`src/rtl/alu_uart_host.sv`:
```
// alu_uart_host: sends operand A, operand B and the opcode as three UART bytes,
// then waits for the one-byte ALU result (or gives up after TIMEOUT cycles).
module alu_uart_host #(
  parameter int unsigned NB_DATA    = 8,
  parameter int unsigned NB_CODE    = 6,
  parameter int unsigned NB_STATE   = 4,
  parameter int unsigned NB_TIMEOUT = 20,
  parameter int unsigned TIMEOUT    = 1000000
) (
  input  logic               i_clk,
  input  logic               i_reset,
  input  logic               i_start,
  input  logic [NB_DATA-1:0] i_data_a,
  input  logic [NB_DATA-1:0] i_data_b,
  input  logic [NB_CODE-1:0] i_op,
  input  logic               i_tx_done,
  input  logic               i_rx_done,
  input  logic [NB_DATA-1:0] i_rx,
  output logic               o_tx_start,
  output logic [NB_DATA-1:0] o_tx,
  output logic               o_busy,
  output logic [NB_DATA-1:0] o_result,
  output logic               o_result_valid,
  output logic               o_timeout
);

  localparam logic [NB_STATE-1:0] IDLE     = NB_STATE'(0);
  localparam logic [NB_STATE-1:0] SEND_A   = NB_STATE'(1);
  localparam logic [NB_STATE-1:0] WAIT_A   = NB_STATE'(2);
  localparam logic [NB_STATE-1:0] SEND_B   = NB_STATE'(3);
  localparam logic [NB_STATE-1:0] WAIT_B   = NB_STATE'(4);
  localparam logic [NB_STATE-1:0] SEND_OP  = NB_STATE'(5);
  localparam logic [NB_STATE-1:0] WAIT_OP  = NB_STATE'(6);
  localparam logic [NB_STATE-1:0] WAIT_RES = NB_STATE'(7);

  localparam logic [NB_TIMEOUT-1:0] TERM_CNT = NB_TIMEOUT'(TIMEOUT - 1);

  logic [NB_STATE-1:0]   state_q, state_d;
  logic [NB_DATA-1:0]    a_q, a_d, b_q, b_d, op_q, op_d;
  logic [NB_TIMEOUT-1:0] cnt_q, cnt_d;
  logic                  tx_start_q, tx_start_d;
  logic [NB_DATA-1:0]    tx_q, tx_d;
  logic                  busy_q, busy_d;
  logic [NB_DATA-1:0]    result_q, result_d;
  logic                  valid_q, valid_d;
  logic                  timeout_q, timeout_d;

  // State and output registers
  always_ff @(posedge i_clk) begin
    if (i_reset) begin
      state_q    <= IDLE;
      a_q        <= '0;
      b_q        <= '0;
      op_q       <= '0;
      cnt_q      <= '0;
      tx_start_q <= 1'b0;
      tx_q       <= '0;
      busy_q     <= 1'b0;
      result_q   <= '0;
      valid_q    <= 1'b0;
      timeout_q  <= 1'b0;
    end else begin
      state_q    <= state_d;
      a_q        <= a_d;
      b_q        <= b_d;
      op_q       <= op_d;
      cnt_q      <= cnt_d;
      tx_start_q <= tx_start_d;
      tx_q       <= tx_d;
      busy_q     <= busy_d;
      result_q   <= result_d;
      valid_q    <= valid_d;
      timeout_q  <= timeout_d;
    end
  end

  // Next state; outputs are computed one cycle ahead so they come straight from flops
  always_comb begin
    state_d    = state_q;
    a_d        = a_q;
    b_d        = b_q;
    op_d       = op_q;
    cnt_d      = cnt_q;
    tx_start_d = 1'b0;
    tx_d       = tx_q;
    result_d   = result_q;
    valid_d    = 1'b0;
    timeout_d  = 1'b0;

    case (state_q)
      IDLE: begin
        if (i_start) begin
          a_d        = i_data_a;
          b_d        = i_data_b;
          op_d       = NB_DATA'(i_op);
          tx_start_d = 1'b1;
          tx_d       = i_data_a;
          state_d    = SEND_A;
        end
      end
      SEND_A:  state_d = WAIT_A;
      WAIT_A: begin
        if (i_tx_done) begin
          tx_start_d = 1'b1;
          tx_d       = b_q;
          state_d    = SEND_B;
        end
      end
      SEND_B:  state_d = WAIT_B;
      WAIT_B: begin
        if (i_tx_done) begin
          tx_start_d = 1'b1;
          tx_d       = op_q;
          state_d    = SEND_OP;
        end
      end
      SEND_OP: state_d = WAIT_OP;
      WAIT_OP: begin
        if (i_tx_done) begin
          cnt_d   = '0;
          state_d = WAIT_RES;
        end
      end
      WAIT_RES: begin
        // A result arriving on the terminal count beats the timeout
        if (i_rx_done) begin
          result_d = i_rx;
          valid_d  = 1'b1;
          state_d  = IDLE;
        end else if (cnt_q == TERM_CNT) begin
          timeout_d = 1'b1;
          state_d   = IDLE;
        end else begin
          cnt_d = cnt_q + NB_TIMEOUT'(1);
        end
      end
      default: state_d = IDLE;
    endcase

    busy_d = (state_d != IDLE);
  end

  assign o_tx_start     = tx_start_q;
  assign o_tx           = tx_q;
  assign o_busy         = busy_q;
  assign o_result       = result_q;
  assign o_result_valid = valid_q;
  assign o_timeout      = timeout_q;

endmodule

```
`config.mk`:
```
export PLATFORM = sky130hd
export DESIGN_NAME = alu_uart_host
export DESIGN_NICKNAME = d
export VERILOG_FILES = /design/src/rtl/alu_uart_host.sv
export SDC_FILE = /design/constraint.sdc
export NUM_CORES = 1
export LEC_CHECK = 0
export ABC_CLOCK_PERIOD_IN_PS = 2200
export CAP_MARGIN = 20
export CORE_AREA = 5 5 78 80
export DETAILED_ROUTE_END_ITERATION = 12
export DIE_AREA = 0 0 83 85
export PLACE_DENSITY = 0.85
export SYNTH_ARGS = -nofsm -noshare
export SYNTH_HDL_FRONTEND = slang
export SYNTH_SLANG_ARGS = --single-unit
```
`constraint.sdc`:
```
create_clock -name i_clk -period 2.2 [get_ports i_clk]
set_input_delay 0.44 -clock i_clk [delete_from_list [all_inputs] [get_ports i_clk]]
set_output_delay 0.44 -clock i_clk [all_outputs]
set_load 0.03 [all_outputs]
```
==> results of run 1 <==
[state kept, by name (all words and copies together) (netlist names)]
register and cells:
o_tx 8, op_q 6, cnt_q 20, o_result_valid 1
state_q 4, o_timeout 1, o_busy 1, o_tx_start 1
o_result 8, b_q 8
[synthesized netlist by cell type (2+ instances only)]
cell	n	area, µm²
sky130_fd_sc_hd__nand2_1	28	105.1
sky130_fd_sc_hd__a31oi_1	2	12.51
sky130_fd_sc_hd__xor2_1	2	17.52
sky130_fd_sc_hd__nor2_1	44	165.2
sky130_fd_sc_hd__nor3_1	11	55.05
sky130_fd_sc_hd__buf_2	5	25.02
sky130_fd_sc_hd__dfxtp_1	58	1161
sky130_fd_sc_hd__a311oi_1	7	61.31
sky130_fd_sc_hd__and4_1	2	17.52
sky130_fd_sc_hd__a22oi_1	9	67.56
sky130_fd_sc_hd__nand4_1	3	18.77
sky130_fd_sc_hd__or3_1	4	25.02
sky130_fd_sc_hd__inv_1	4	15.01
sky130_fd_sc_hd__o21ai_0	3	15.01
sky130_fd_sc_hd__nand2b_1	2	12.51
sky130_fd_sc_hd__mux2i_1	16	160.2
sky130_fd_sc_hd__a21oi_1	17	85.08
sky130_fd_sc_hd__or4_1	2	15.01
sky130_fd_sc_hd__clkbuf_1	11	41.29
sky130_fd_sc_hd__nor4_1	4	25.02
sky130_fd_sc_hd__a211oi_1	5	37.54
sky130_fd_sc_hd__or4b_1	2	20.02
sky130_fd_sc_hd__nor3b_1	2	15.01
sky130_fd_sc_hd__nand3_1	20	100.1
sky130_fd_sc_hd__xnor2_1	11	96.34
[area by class of cell]
| type | instances | area [µm²] | area share [%] |
|---|---|---|---|
| clock buffer | 11 | 131.4 | 3.730 |
| clock inverter | 5 | 102.6 | 2.913 |
| inverter | 4 | 15.01 | 0.4263 |
| multi-input combinational | 217 | 1331 | 37.80 |
| sequential | 58 | 1161 | 32.97 |
| tap | 72 | 90.09 | 2.558 |
| timing repair buffer | 74 | 690.7 | 19.61 |
[worst max path at each step]
stage                           from        end  cells after the start
after floorplan           state_q[1]   cnt_q[9]                      6
after global placement     i_tx_done  cnt_q[19]                      6
after detailed placement   i_tx_done  cnt_q[15]                      6
after CTS                   cnt_q[0]     o_busy                      6
after global routing       cnt_q[11]     o_busy                      5
final                      cnt_q[11]     o_busy                      5
[cell families after synthesis]
logic type,synth area share [%]
simple gates,27.42
flops,45.20
compound gates,12.76
buf+inv,3.312
mux,6.235
xor+xnor,4.433
fa+ha+maj,0.4870
other cells,0.1460
[through the flow]
stage / std cells / power [mW]
2_1_floorplan: 296 / 1.217
5_1_grt: 441 / 2.585
6_report: 441 / 2.491
3_3_place_gp: 421 / 1.328
3_5_place_dp: 421 / 1.333
4_1_cts: 437 / 2.504
[power by group through the flow]
stage / Sequential [mW] / Combinational [mW] / Clock (mW)
3_3_place_gp: 1.11 / 0.214 / 0
5_1_grt: 1.09 / 0.235 / 1.26
6_report: 1.09 / 0.219 / 1.18
2_1_floorplan: 1.14 / 0.0818 / 0
3_5_place_dp: 1.12 / 0.218 / 0
4_1_cts: 1.09 / 0.219 / 1.19
[metal layers]
metal	routed length, µm	part of all wire, %
met1	2825	43
met2	3211	49
met3	335	5.1
met4	140	2.1
met5	0	0
[worst max-delay path: cells and delay by family, from the launching register on]
family	cells	cell delay [ns]
flops	1	0.36
compound gates	3	0.51
simple gates	2	1.10
==> implementation parameters, run 1 <==
Parameter                              Value

Run status
  Result of the run    complete, no violations

STA
  Fin crit share    approximately 96%
  Worst max-slew margin expressed relative to the limit    between 60% and 70%
  Number of pins with negative max-slew slack in the final report    0
  Hold_ws    around 0.46 ns
  Highest clock frequency the design can meet    ~470 MHz
  Final hold vios    0
  Transition time of the tightest slew-check pin    ~0.53 ns
  Setup WS post-layout    0.09207 ns
  Worst setup skew after layout    approximately 0.007 ns
  Post-route setup TNS    0 ns
  Post-layout min period    between 2 and 2.5 ns
  Setup Viol. Count Final    0

Finish
  Number of inserted diodes    0
  Final net count    400
  Filler Cell Count    447
  Final cell utilization of the core    about two thirds
  Most common cell after layout, fill and taps aside    sky130_fd_sc_hd__dfxtp_1
  Fraction of layout cells with a size suffix above 1    a little over a tenth
  Commonest cells after routing, fill and taps aside    sky130_fd_sc_hd__dfxtp_1 (58), sky130_fd_sc_hd__clkdlybuf4s50_1 (54), sky130_fd_sc_hd__nor2_1 (44)
  Area growth syn-to-layout    37.12%
  Area of all placed cells without fillers    between 3000 and 4000 µm²

CTS
  Root cell of the clock tree    sky130_fd_sc_hd__clkbuf_8
  Number of clock buffers inserted by TritonCTS    9
  Sinks on Clock Net    58
  Clock insertion delay at the later pin of the skew report    around 0.34 ns
  Hold-fix buffers at CTS    0
  Maximum clock path buffer count    2
  Post-cts gate resize count    0
  TritonCTS clock tree    built
  Setup bufs post-CTS    0
  CTS HTree Levels    3
  CTS clk-pin slew, worst paths    0.07 ns

Worst setup path
  Arr. time, crit path    2.31 ns
  Slack of the worst reg-to-reg path    0.09 ns
  Cell chain of the critical path    or4bb_1, nor4_4, a21oi_1, a21oi_1, a311oi_1
  Slowest CP cell    sky130_fd_sc_hd__or4bb_1
  Worst path max stage delay    between 0.5 and 0.6 ns
  Maximum fanout encountered on the critical timing path    8
  Endpoint kind of the worst setup timing path    flop
  Reg2Reg Depth    5
  Most repeated library cell on the critical path    sky130_fd_sc_hd__a21oi_1
  Reg-to-Reg Start    cnt_q[11]
  Critical path type    flop to flop
  Destination of the worst register-to-register timing path    o_busy
  Worst setup SP type    flop
  Required time at the worst-slack endpoint    2.40 ns

Power
  Leakage dissipation    ~1.3 nW
  Share of total power in combinational logic    roughly 8.8%
  Net switching component of the power    approximately 0.55 mW
  Int Power    ~1.9 mW
  Net Sw Frac    approximately 22%
  Fraction of power consumed by the clock network    47.4%
  Maximum resistive drop on vdd    0.0004563 V
  Seq pwr share    between 40% and 50%
  Power per cell area    approximately 700 nW/µm²

Placed design
  Port bufs    54
  Worst Setup Slack post-DPL    -0.1072 ns
  Cell area after placement    around 3300 µm²
  GP Congestion    between 0.8 and 0.9
  Hpwl dp    between 4000 and 5000 µm

Logic synthesis
  Gate count after technology mapping    slightly below 300
  Number of synthesized flops with an enable pin    0
  Primary FF master, synth    sky130_fd_sc_hd__dfxtp_1
  Syn Area/Cell    approximately 8.7 µm²
  Proportion of register bits with asynchronous set or reset after synthesis    0%
  Synthesis Warnings    0
  Flop and latch count out of synthesis    58
  Distinct cells, synth    47
  Proportion of synthesized chip area in sequential cells    45.20%
  Synthesized area    between 2000 and 3000 µm²
  Number of nets produced by synthesis    approximately 330

Global routing
  Initial antenna violation count    0
  M2 GR Usage    31.12%
  GRT overflow    0
  Global-route layer with the greatest usage    met2
  Fraction of met1 tracks used by global routing    between 20% and 30%
  Met3 demand-to-capacity share in global routing    4.369%
  Largest net degree at the start of global routing    between 40 and 50
  Vias in the first global route    2,374
  Gr usage total    around a fifth
  Wire length of the first global-routing pass    10,910 µm

Floorplanning
  Die Span Y    between 80 and 90 µm
  Initial Utilization    between 40% and 50%
  Num ports    55
  Area enclosed by the die boundary    roughly 7100 µm²
  Placement row count    27
  Width of the die    83 µm
  Core ar.    about 5300 µm²

Hold path
  Endpoint, Worst Hold    o_result[7]
  Number of stages on the worst hold path    2
  Worst Hold Launch    o_result[7]
  Classification of the worst-slack hold path    flop to flop

Drt
  Count of routing violations after the opening detailed-route iteration    114
  Vias after detailed routing    between 2,000 and 2,500
  Number of nets with antenna violations after routing    0
  DRC violations left    0
  Count of TritonRoute iterations in the first routing pass    4
  Post-detailed-route via-to-cell ratio    5.567
  Final routed wire length divided by cell count    about 15 µm
  Total routed wirelength    6514 µm

Flow run
  Max-capacitance violation count    0
Note: power is estimated with default switching activity, not from simulation.
==> inputs of run 2 (changes only) <==
--- a/config.mk
+++ b/config.mk
@@ -8,6 +8,7 @@
 export ABC_CLOCK_PERIOD_IN_PS = 2200
 export CAP_MARGIN = 20
 export CORE_AREA = 5 5 78 80
+export CTS_CLUSTER_SIZE = 24
 export DETAILED_ROUTE_END_ITERATION = 12
 export DIE_AREA = 0 0 83 85
 export PLACE_DENSITY = 0.85
==> results of run 2 <==
Final layout, timing and power as in run 1 (identical DEF).
==> inputs of run 3 (changes only) <==
--- a/config.mk
+++ b/config.mk
@@ -11,7 +11,7 @@
 export CTS_CLUSTER_SIZE = 24
 export DETAILED_ROUTE_END_ITERATION = 12
 export DIE_AREA = 0 0 83 85
-export PLACE_DENSITY = 0.85
+export PLACE_DENSITY_LB_ADDON = 0.08
 export SYNTH_ARGS = -nofsm -noshare
 export SYNTH_HDL_FRONTEND = slang
 export SYNTH_SLANG_ARGS = --single-unit
==> implementation parameters, run 3 (synthesized netlist as in run 1, its figures left out) <==
Parameter                              Value

Worst setup path
  Maximum fanout encountered on the critical timing path    7 (was 8)
  Reg2Reg Depth    7 (was 5)
  Reg-to-Reg Start    cnt_q[11] (unchanged)
  Arr. time, crit path    2.30 ns (was 2.31 ns)
  Worst path max stage delay    0.59 ns (about the same)
  Worst setup endpoint    cnt_q[1] (was o_busy)
  Cell chain of the critical path    or4bb_1, nor4_4, buf_4, a31o_2, buf_4, nand2_1, a21oi_1 (was or4bb_1, nor4_4, a21oi_1, a21oi_1, a311oi_1)
  Worst setup startpoint    cnt_q[11] (unchanged)
  Required time at the worst-slack endpoint    2.47 ns (was 2.40 ns)
  Slack of the worst reg-to-reg path    0.17 ns (was 0.09 ns)
  Worst setup SP type    flop (unchanged)
  Most repeated library cell on the critical path    sky130_fd_sc_hd__buf_4 (was sky130_fd_sc_hd__a21oi_1)
  Cell family with most CP delay    simple AND/OR/NAND/NOR gates (unchanged)
  Endpoint kind of the worst setup timing path    flop (unchanged)
  Destination of the worst register-to-register timing path    cnt_q[1] (was o_busy)
  Slowest CP cell    sky130_fd_sc_hd__or4bb_1 (unchanged)
  Critical path type    flop to flop (unchanged)
  Crit path depth    7 (was 5)
  Critical path buffers and inverters    2 (was 0)

Hold path
  Worst Hold Launch    o_result[5] (was o_result[7])
  Classification of the worst-slack hold path    flop to flop (unchanged)

Finish
  Seq. cell area    1161 µm² (unchanged)
  Number of inserted diodes    0 (unchanged)
  Fraction of layout cells with a size suffix above 1    10.84% (was 10.57%)
  Area growth syn-to-layout    37.41% (was 37.12%)
  Flip-flop count of the largest register, all copies and words added    20 (unchanged)
  Largest register by flop count    cnt_q (unchanged)
  Most common cell after layout, fill and taps aside    sky130_fd_sc_hd__dfxtp_1 (unchanged)
  Area of all placed cells without fillers    3530 µm² (was 3522 µm²)
  Commonest cells after routing, fill and taps aside    sky130_fd_sc_hd__dfxtp_1 (58), sky130_fd_sc_hd__clkdlybuf4s50_1 (54), sky130_fd_sc_hd__nor2_1 (44) (unchanged)
  Filler Cell Count    489 (was 447)
  Number of standard cells in the final layout excluding fillers    441 (unchanged)
  Final net count    400 (unchanged)
  Multi-input gate area in the final layout    1331 µm² (unchanged)

Drt
  Count of routing violations after the opening detailed-route iteration    113 (was 114)
  Total routed wirelength    6255 µm (was 6514 µm)
  DRC violations left    0 (unchanged)
  Number of nets with antenna violations after routing    0 (unchanged)
  Count of TritonRoute iterations in the first routing pass    4 (unchanged)
  Vias after detailed routing    2,382 (was 2,455)
  Post-detailed-route via-to-cell ratio    5.401 (was 5.567)
  Final routed wire length divided by cell count    14.18 µm (was 14.77 µm)

STA
  Hold_ws    0.4584 ns (was 0.4569 ns)
  Worst max-slew margin expressed relative to the limit    63.71% (was 64.87%)
  Transition time of the tightest slew-check pin    0.5424 ns (was 0.5251 ns)
  Setup Viol. Count Final    0 (unchanged)
  Post-route setup TNS    0 ns (unchanged)
  Worst setup skew after layout    0.006590 ns (was 0.006970 ns)
  Setup repair after global routing missed its margin    no
  Fin crit share    92.17% (was 95.82%)
  Post-layout min period    2.028 ns (was 2.108 ns)
  Setup WS post-layout    0.1723 ns (was 0.09207 ns)
  Number of pins with negative max-slew slack in the final report    0 (unchanged)
  Final hold vios    0 (unchanged)
  Highest clock frequency the design can meet    493.2 MHz (was 474.4 MHz)

CTS
  Number of clock buffers inserted by TritonCTS    9 (unchanged)
  Maximum clock path buffer count    2 (unchanged)
  CTS clk-pin slew, worst paths    0.07 ns (about the same)
  Sinks on Clock Net    58 (unchanged)
  Root cell of the clock tree    sky130_fd_sc_hd__clkbuf_8 (unchanged)
  Hold-fix buffers at CTS    0 (unchanged)
  Setup bufs post-CTS    0 (unchanged)
  CTS HTree Levels    3 (unchanged)
  Clock insertion delay at the later pin of the skew report    0.34 ns (about the same)
  TritonCTS clock tree    built (unchanged)
  Post-cts gate resize count    0 (unchanged)

Floorplanning
  Num ports    55 (unchanged)
  Area enclosed by the die boundary    7055 µm² (unchanged)
  Initial Utilization    48.12% (unchanged)
  Width of the die    83 µm (unchanged)
  Die Span Y    85 µm (unchanged)
  Placement row count    27 (unchanged)
  Core ar.    5338 µm² (unchanged)

Placed design
  Port bufs    54 (unchanged)
  Worst Setup Slack post-DPL    -0.1158 ns (was -0.1072 ns)
  Hpwl dp    4479 µm (was 4432 µm)
  Number of placed cells counting well taps    422 (was 421)
  Cell area after placement    3278 µm² (was 3258 µm²)
  GP Congestion    0.7904 (was 0.8795)

Power
  Leakage dissipation    1.261 nW (was 1.255 nW)
  Maximum resistive drop on vdd    0.0004804 V (was 0.0004563 V)
  Power per cell area    686.9 nW/µm² (was 707.3 nW/µm²)

Flow run
  Max-capacitance violation count    0 (unchanged)

Global routing
  Largest net degree at the start of global routing    42 (unchanged)
  Gr usage total    17.81% (was 18.73%)
  GRT overflow    0 (unchanged)
  Wire length of the first global-routing pass    10,270 µm (was 10,910 µm)
  Initial antenna violation count    0 (unchanged)
  Vias in the first global route    2,231 (was 2,374)

Run status
  Result of the run    complete, no violations (unchanged)
-- run 3: where the power goes --
part / switching (mW) / internal (mW)
combinational: 0.103 / 0.117
clock: 0.414 / 0.700
sequential: 0.0141 / 1.08
total: 0.530 / 1.89
-- run 3: cell type report --
type                    instances  share of cell area (%)
multi-input cells             217                   37.72
flip-flops and latches         58                   32.90
repair buffers                 74                   19.92
clock buffers                  12                   4.396
well taps                      72                   2.552
clock inverters                 4                   2.091
inverters                       4                  0.4254
-- run 3: worst min-delay path, stage by stage (launching register included) --
cell	delay (ns)
sky130_fd_sc_hd__dfxtp_1	0.31
sky130_fd_sc_hd__nand2_1	0.05
sky130_fd_sc_hd__a21oi_1	0.05
-- run 3: stage by stage --
stage | total power [mW] | utilization (%)
final | 2.425 | 66.13
after global routing | 2.528 | 66.13
after CTS | 2.455 | 65.71
after detailed placement | 1.335 | 61.42
after global placement | 1.332 | 61.42
after floorplan | 1.217 | -
-- run 3: per-layer routing --
layer,GRT usage (%),share of wire (%),vias to the layer above
met5,0,0,-
met4,9.064,2.0,0
met3,4.369,3.9,9
met2,31.12,51,48
met1,20.19,43,1126
li1,-,-,1199
-- run 3: worst min path at each step --
| stage | slack [ns] | end | cells after the start |
|---|---|---|---|
| final | 0.46 | o_result[5] | 2 |
| after CTS | 0.46 | o_result[1] | 2 |
| after global placement | 0.44 | o_result[1] | 2 |
| after global routing | 0.47 | o_result[1] | 2 |
| after detailed placement | 0.45 | o_result[1] | 2 |
| after floorplan | 0.46 | cnt_q[1] | 2 |
